`src/rtl/edge_detect_multi.sv`:
```
// Multi-channel synchronised edge detector with per-channel glitch filter,
// gated rise/fall pulses and sticky event flags.

// Per-channel slice: synchroniser, filter FSM, pulse decode and sticky flag.
module edge_detect_chan #(
    parameter int SYNC_STAGES   = 2,
    parameter int FILTER_CYCLES = 0
) (
    input  logic clk,
    input  logic reset,
    input  logic in,
    input  logic rise_en,
    input  logic fall_en,
    input  logic flag_clr,
    output logic rise,
    output logic fall,
    output logic level,
    output logic flag
);
    // Counter must hold 0..FILTER_CYCLES; keep at least one bit when filtering is off.
    localparam int CW = (FILTER_CYCLES > 0) ? $clog2(FILTER_CYCLES + 1) : 1;
    localparam logic [CW-1:0] CNT_MAX = CW'(FILTER_CYCLES);

    typedef enum logic [3:0] {
        IDLE_LOW  = 4'b0001,
        RISE      = 4'b0010,
        IDLE_HIGH = 4'b0100,
        FALL      = 4'b1000
    } state_t;

    logic [SYNC_STAGES-1:0] sync_q;
    logic                   s;
    state_t                 state, state_nxt;
    logic [CW-1:0]          cnt, cnt_nxt;

    assign s = sync_q[SYNC_STAGES-1];

    // Synchroniser chain: bit 0 samples the raw asynchronous input.
    always_ff @(posedge clk or negedge reset) begin
        if (!reset) sync_q <= '0;
        else        sync_q <= {sync_q[SYNC_STAGES-2:0], in};
    end

    // State and filter-counter registers.
    always_ff @(posedge clk or negedge reset) begin
        if (!reset) begin
            state <= IDLE_LOW;
            cnt   <= '0;
        end else begin
            state <= state_nxt;
            cnt   <= cnt_nxt;
        end
    end

    // Next state: a level change is accepted only after it has been seen on
    // FILTER_CYCLES+1 consecutive edges; RISE/FALL last exactly one cycle.
    always_comb begin
        state_nxt = IDLE_LOW;
        cnt_nxt   = '0;
        case (state)
            IDLE_LOW: begin
                if (s) begin
                    if (cnt == CNT_MAX) begin
                        state_nxt = RISE;
                    end else begin
                        state_nxt = IDLE_LOW;
                        cnt_nxt   = cnt + 1'b1;
                    end
                end else begin
                    state_nxt = IDLE_LOW;
                end
            end
            IDLE_HIGH: begin
                if (!s) begin
                    if (cnt == CNT_MAX) begin
                        state_nxt = FALL;
                    end else begin
                        state_nxt = IDLE_HIGH;
                        cnt_nxt   = cnt + 1'b1;
                    end
                end else begin
                    state_nxt = IDLE_HIGH;
                end
            end
            RISE:    state_nxt = IDLE_HIGH;
            FALL:    state_nxt = IDLE_LOW;
            // Any non-one-hot code falls back to IDLE_LOW on the next edge.
            default: state_nxt = IDLE_LOW;
        endcase
    end

    // Full-code compares keep outputs low while a corrupted state recovers.
    assign rise  = (state == RISE) & rise_en;
    assign fall  = (state == FALL) & fall_en;
    assign level = (state == RISE) | (state == IDLE_HIGH);

    // Sticky flag: a qualified pulse sets it, clear loses against a same-cycle set.
    always_ff @(posedge clk or negedge reset) begin
        if (!reset) flag <= 1'b0;
        else        flag <= (flag & ~flag_clr) | rise | fall;
    end
endmodule

// Top: array of independent channel slices plus the global flag summary.
module edge_detect_multi #(
    parameter int CHANNELS      = 4,
    parameter int SYNC_STAGES   = 2,
    parameter int FILTER_CYCLES = 0
) (
    input  logic                clk,
    input  logic                reset,
    input  logic [CHANNELS-1:0] in,
    input  logic [CHANNELS-1:0] rise_en,
    input  logic [CHANNELS-1:0] fall_en,
    input  logic [CHANNELS-1:0] flag_clr,
    output logic [CHANNELS-1:0] rise,
    output logic [CHANNELS-1:0] fall,
    output logic [CHANNELS-1:0] level,
    output logic [CHANNELS-1:0] flag,
    output logic                any_flag
);
    for (genvar i = 0; i < CHANNELS; i++) begin : g_ch
        edge_detect_chan #(
            .SYNC_STAGES   (SYNC_STAGES),
            .FILTER_CYCLES (FILTER_CYCLES)
        ) u_ch (
            .clk      (clk),
            .reset    (reset),
            .in       (in[i]),
            .rise_en  (rise_en[i]),
            .fall_en  (fall_en[i]),
            .flag_clr (flag_clr[i]),
            .rise     (rise[i]),
            .fall     (fall[i]),
            .level    (level[i]),
            .flag     (flag[i])
        );
    end

    assign any_flag = |flag;
endmodule
```
`config.mk`:
```
export PLATFORM = sky130hd
export DESIGN_NAME = edge_detect_multi
export DESIGN_NICKNAME = d
export VERILOG_FILES = /design/src/rtl/edge_detect_multi.sv
export SDC_FILE = /design/constraint.sdc
export NUM_CORES = 1
export LEC_CHECK = 0
export ABC_AREA = 1
export CAP_MARGIN = 20
export CORE_MARGIN = 2
export CORE_UTILIZATION = 25
export CTS_CLUSTER_SIZE = 16
export DETAILED_ROUTE_END_ITERATION = 10
export MAX_ROUTING_LAYER = met4
export PLACE_DENSITY = 0.57
export SLEW_MARGIN = 20
export SYNTH_ARGS = -nofsm -noshare
export SYNTH_HDL_FRONTEND = slang
export SYNTH_SLANG_ARGS = --single-unit
```
`constraint.sdc`:
```
create_clock -name clk -period 1.6 [get_ports clk]
set_input_delay 0.16 -clock clk [delete_from_list [all_inputs] [get_ports clk]]
set_output_delay 0.16 -clock clk [all_outputs]
set_load 0.01 [all_outputs]
```
==> impl_metrics.py, run 1 <==
metrics = {
    "sta": {
        "setup_viol": 0,
        "drv_slew": 0,
        "rsz0062_at_grt": "false",
        "slew_headroom_pct": 77.0,
        "hold_viol": 0,
        "tns_ns": 0,
        "period_minus_slack_ns": 1.51,
        "clock_skew_ns": 0.000811,
        "tightest_slew_ns": 0.345,
        "max_freq_mhz": 662,
        "worst_slack_ns": 0.0902,
        "period_share_pct": 94.4,
    },
    "setup_path": {
        "cp_max_fo": 3,
        "startpoint": "g_ch[3].u_ch.state[0]",
        "critical-path-slowest-cell": "dfstp_2",
        "crit_arrival_ns": 1.35,
        "path_class": "reg2out",
        "crit_path_cell_trace": "nor2_1, nand2_1, nand2_2, dlygate4sd2_1",
        "cp_slowest_stage_delay_ns": 0.57,
        "reg2reg_depth": 5,
        "r2r_setup_slack_ns": 0.57,
        "end_kind": "primary output",
        "crit_required_ns": 1.44,
        "critPathLaunchType": "flip-flop",
        "reg2reg_from": "g_ch[1].u_ch.state[0]",
    },
    "cells_and_area": {
        "num-nets-final": 197,
        "area_growth_syn_to_layout_pct": 30.0,
        "diodes": 0,
        "drive_gt1_share_pct": 22.6,
        "final_area_um2": 1690,
        "layout_commonest_cell": "inv_1",
        "layout_common_cells": "32 x inv_1, 24 x dfrtp_1, 22 x clkdlybuf4s50_1, 18 x nor2_1, 17 x nand2_1",
    },
    "routing": {
        "detail_route.wl_per_cell_um": 8.51,
        "drc": 0,
        "detail-route-antenna-nets": 0,
        "drt_iter0_drc": 25,
        "drt_first_pass_iters": 2,
        "wirelength_um": 2100,
        "viasPerCell": 3.60,
        "vias": 890,
    },
    "cts": {
        "cts_hold_repair.buffers": 0,
        "path_clk_slew_ns": 0.09,
        "numCtsBuffers": 3,
        "cts_tree": "yes",
        "root_buffer": "clkbuf_8",
        "cts_buffer_depth": 2,
        "clk-insertion-delay-late_ns": 0.26,
        "cts.sink_count": 28,
        "cts.htree.levels": 1,
    },
    "pwr": {
        "peakVddDrop_mv": 0.406,
        "powerDensity_nw_per_um2": 1240,
        "p_leak_nw": 0.958,
    },
    "floorplan": {
        "rows": 26,
        "coreArea_um2": 5070,
        "initial_core_util_pct": 25.6,
        "die_height_um": 76.1,
        "chipWidth_um": 76.1,
        "dieArea_um2": 5800,
        "num_io_pins": 35,
    },
    "grt": {
        "grt_pass1_wl_um": 3830,
        "grtUsageMet2_pct": 13.8,
        "grt_use_met3_pct": 2.13,
        "grt_pass1_vias": 928,
        "grtUsageTotal_pct": 8.36,
        "met1_usage_pct": 10.1,
        "grt_busiest_layer": "met2",
        "antenna_found_initial": 0,
        "overflow": 0,
        "grt_max_degree": 29,
    },
    "yosys": {
        "ys_warn_count": 0,
        "synth_cells": 151,
        "syn_area_um2": 1300,
        "seq_area_frac_synth_pct": 54.2,
        "yosys.cell_types.count": 11,
        "syn_nets": 169,
        "synth.avg_cell_area_um2": 8.62,
        "synth_seq_cells": 28,
    },
    "job": {
        "maxCapViolations": 0,
    },
    "run_status": {
        "outcome": "finished clean",
    },
    "placement": {
        "pre_cts_ws_ns": 0.00345,
        "port_buffers": 34,
        "post-dp-hpwl_um": 1630,
        "placed_cell_area_um2": 1620,
        "place.gp.congestion": 0.690,
    },
    "hold_path": {
        "worstHoldPathType": "in2async",
    },
}
-- state kept, by name, indices dropped and copies added (netlist names) --
name and flops:
g_ch.u_ch.state 16, g_ch.u_ch.flag 4, g_ch.u_ch.sync_q 8
-- repair_timing --
item                                    4_1_cts  5_1_grt
gates resized for setup                      18        4
buffers inserted                              3        1
pin swaps                                     2        0
endpoints found under the setup margin       12        3
-- kinds of logic after synthesis --
family	count (synthesis)	share of synthesized area, %
DFF	28	54.2
buffers and inverters	48	18.5
and+or+nand+nor	71	24.9
AOI/OAI and AO/OA	4	2.40
-- cell usage after synthesis --
library cell | number | area share [%]
buf_4 | 16 | 9.2
dfrtp_1 | 24 | 46
nor2_1 | 25 | 7.2
nor2_2 | 9 | 4.3
o21ai_2 | 3 | 2.0
dfstp_2 | 4 | 8.1
inv_1 | 32 | 9.2
nand2_1 | 17 | 4.9
nand2_2 | 8 | 3.8
o21ai_1 | 1 | 0.38
nand3_1 | 12 | 4.6
-- power breakdown --
group / internal [W] / total [W] / switching (W) / leakage [nW]
combinational: 0.000348 / 0.000722 / 0.000375 / 0.584
sequential: 0.000889 / 0.00101 / 0.000121 / 0.352
clock: 0.000168 / 0.000366 / 0.000198 / 0.0216
-- per-stage QoR --
step / utilization, % / std cells / total power [W] / hold slack (ns)
global placement: 31.9 / 240 / 0.00170 / 0.337
detailed placement: 31.9 / 240 / 0.00171 / 0.340
CTS: 33.1 / 246 / 0.00211 / 0.276
floorplan: - / 151 / 0.00150 / -0.136
finish: 33.3 / 247 / 0.00210 / 0.260
global route: 33.3 / 247 / 0.00228 / 0.316
-- layout make-up --
type / instances / area [um^2]
inverters: 32 / 120
fillers: 559 / 3380
flip-flops and latches: 28 / 706
clock buffers: 3 / 41.3
repair buffers: 39 / 359
multi-input cells: 75 / 378
well taps: 70 / 87.6
-- path summary, 6_finish.rpt --
path,endpoint
worst max-delay path,level[3]
worst min-delay path,g_ch[3].u_ch.sync_q[0]
worst max register to register,g_ch[1].u_ch.state[0]
worst min register to register,g_ch[1].u_ch.sync_q[1]
max in group asynchronous,g_ch[1].u_ch.state[0]
min in group clk,g_ch[3].u_ch.sync_q[0]
-- metal layers --
layer  vias up  share of wire (%)  wire length [um]
li1        477                  -                 -
met1       387                 46               968
met2        24                 47               983
met3         2                6.3               132
met4         0               0.86                18
met5         -                  0                 0
-- critical path, delay by kind of cell, from the launching register on --
family / cells / cell delay [ns]
flops: 1 / 0.57
buf+inv: 1 / 0.28
simple gates: 3 / 0.23
No activity file was read; power rests on OpenSTA's default activity.
==> run 2, diff against run 1 <==
PLACE_DENSITY = 0.58   (was 0.57)
SYNTH_HIERARCHICAL = 1   (was unset)
==> impl_metrics.py, run 2 <==
metrics = {
    "floorplan": {
        "initial_core_util_pct": 25.7,
        "coreArea_um2": 4660,
        "num_io_pins": 35,
        "rows": 25,
        "die_height_um": 73.2,
        "chipWidth_um": 73.2,
        "dieArea_um2": 5360,
    },
    "sta": {
        "tightest_slew_ns": 0.349,
        "clock_skew_ns": 0.00261,
        "period_share_pct": 93.8,
        "setup_viol": 0,
        "tns_ns": 0,
        "max_freq_mhz": 666,
        "slew_headroom_pct": 76.7,
        "period_minus_slack_ns": 1.50,
        "drv_slew": 0,
        "timing.hold.ws_ns": 0.258,
        "rsz0062_at_grt": "false",
        "hold_viol": 0,
    },
    "setup_path": {
        "cp_max_fo": 3,
        "crit_buf_inv": 1,
        "crit_arrival_ns": 1.34,
        "cp_top_family": "buffers and inverters",
        "path_class": "reg2out",
        "crit_path_cell_trace": "nor2_2, nand2_1, clkdlybuf4s50_1",
        "cp_slowest_stage_delay_ns": 0.47,
        "end_kind": "primary output",
        "crit_required_ns": 1.44,
        "critical-path-slowest-cell": "clkdlybuf4s50_1",
        "critPathLaunchType": "flip-flop",
    },
    "cts": {
        "cts_buffer_depth": 2,
        "cts.htree.levels": 1,
        "cts_tree": "yes",
        "root_buffer": "clkbuf_8",
        "clk-insertion-delay-late_ns": 0.27,
        "path_clk_slew_ns": 0.09,
        "cts.sink_count": 28,
        "numCtsBuffers": 3,
        "cts_hold_repair.buffers": 0,
    },
    "routing": {
        "detail-route-antenna-nets": 0,
        "drt_first_pass_iters": 4,
        "drt_iter0_drc": 34,
        "wirelength_um": 2190,
        "vias": 958,
        "viasPerCell": 4.03,
        "detail_route.wl_per_cell_um": 9.19,
        "drc": 0,
    },
    "placement": {
        "post-dp-hpwl_um": 1690,
        "place.gp.congestion": 0.757,
        "port_buffers": 34,
    },
    "hold_path": {
        "worstHoldPathType": "in2async",
    },
    "yosys": {
        "yosys.cell_types.count": 10,
        "synthArstFlopShare_pct": 100,
        "ys_warn_count": 6,
        "synth_ff_type": "dfrtp_1",
        "synth.avg_cell_area_um2": 9.14,
        "netlist_top_cells_area": "dfrtp_1 50%, dfstp_2 8.8%, nand3_1 8.4%",
        "yosys.area.top_type_share_pct": 50.2,
        "synth_seq_cells": 28,
        "syn_nets": 149,
        "seq_area_frac_synth_pct": 58.9,
        "synth_top_area_cell": "dfrtp_1",
        "synthTopCellsByCount": "24 x dfrtp_1, 24 x inv_1, 21 x nand2_1, 20 x nand3_1, 16 x nor2_2",
        "synth_cells": 131,
        "syn_area_um2": 1200,
        "synth-edff-count": 0,
    },
    "pwr": {
        "powerDensity_nw_per_um2": 1300,
        "power_frac_comb_pct": 38.3,
        "clock_power_share_pct": 18.2,
        "internal_power_w": 0.00155,
        "peakVddDrop_mv": 0.430,
        "swShare_pct": 32.6,
        "p_leak_nw": 0.984,
        "netSwitchingPower_w": 0.000750,
        "p_seq_share_pct": 43.4,
    },
    "grt": {
        "antenna_found_initial": 0,
        "overflow": 0,
        "grt_pass1_vias": 891,
        "grt_max_degree": 29,
        "grtUsageTotal_pct": 9.25,
        "grt_pass1_wl_um": 3690,
    },
    "cells_and_area": {
        "fill_cells": 482,
        "drive_gt1_share_pct": 32.1,
        "area_growth_syn_to_layout_pct": 48.2,
        "num-nets-final": 203,
        "diodes": 0,
        "regMostFlops": "g_ch.u_ch/state",
        "largest_reg_flops": 16,
        "layout_common_cells": "24 x inv_1, 24 x dfrtp_1, 22 x clkdlybuf4s50_1, 21 x nand2_1, 20 x nor2_2",
        "top_regs": "g_ch.u_ch/state (16), g_ch.u_ch/sync_q (8), g_ch.u_ch/flag (4)",
    },
    "job": {
        "maxCapViolations": 0,
    },
    "run_status": {
        "outcome": "finished clean",
    },
}
-- run 2: cell types whose count changed after synthesis --
cell / delta
nand2_2: -4
nor2_4: +4
nor2_2: +7
o21ai_2: -3
o21ai_1: -1
nand2_1: +4
nor2_1: -15
buf_4: -16
inv_2: +4
nand3_1: +8
inv_1: -8
-- run 2: path summary, 6_finish.rpt --
path,from,to,cells after the start,slack [ns]
max,g_ch[3].u_ch/flag,any_flag,3,0.1
min in group clk,in[0],g_ch[0].u_ch/sync_q[0],1,0.32
min reg2reg,g_ch[0].u_ch/sync_q[0],g_ch[0].u_ch/sync_q[1],0,0.36
max reg2reg,g_ch[0].u_ch/state[3],g_ch[0].u_ch/state[0],8,0.40
max in group asynchronous,reset,g_ch[1].u_ch/state[0],2,1.04
min,reset,g_ch[2].u_ch/state[3],2,0.26
-- run 2: worst reg2reg max path, delay by kind of cell, from the launching register on --
kind                   cells  cell delay (ns)
AND/OR/NAND/NOR            3             0.19
flip-flops                 1             0.41
buffers and inverters      5             0.55
-- run 2: cells by family (layout without fill, tap and decap cells) --
group         count (synthesis)  in the layout  share of synthesized area (%)
simple gates                 75             75                           32.3
flops                        28             28                           58.9
buf+inv                      28             81                           8.78
-- run 2: what timing repair did --
item | in CTS | in global routing
pin swaps | 8 | 1
gates resized for setup | 17 | 7
setup endpoints to repair | 12 | 5
setup buffers | 12 | 1
-- run 2: power groups by stage --
stage | Clock [W] | Sequential (W) | Combinational (W)
after floorplan | 0 | 0.000999 | 0.000439
after global placement | 0 | 0.00100 | 0.000741
after detailed placement | 0 | 0.00101 | 0.000747
after CTS | 0.000455 | 0.00100 | 0.000873
after global routing | 0.000488 | 0.00102 | 0.000980
final | 0.000419 | 0.000999 | 0.000881
-- run 2: final cells by class --
type	instances	area, um^2	share of cell area, %
flip-flops and latches	28	706	39.8
multi-input cells	75	409	23.1
inverters	28	105	5.92
repair buffers	49	432	24.3
clock buffers	4	55.1	3.10
well taps	54	67.6	3.81
-- run 2: per-layer routing --
layer  vias to the layer above  wire length (um)  track usage (%)
met4                         0                17             3.09
met1                       446               971             10.9
met2                        19              1080             14.5
met5                         -                 0                -
li1                        491                 -                -
met3                         2               116             3.59
-- run 2: stage by stage --
| stage | worst slack, ns | power (W) | area [um^2] | instances | utilization [%] |
|---|---|---|---|---|---|
| floorplan | 0.698 | 0.00144 | 1200 | 131 | - |
| global placement | 0.0507 | 0.00174 | 1620 | 221 | 34.8 |
| detailed placement | 0.0404 | 0.00176 | 1620 | 221 | 34.8 |
| CTS | 0.0159 | 0.00233 | 1770 | 237 | 37.9 |
| global route | 0.0138 | 0.00248 | 1770 | 238 | 38.1 |
| finish | 0.0990 | 0.00230 | 1770 | 238 | 38.1 |
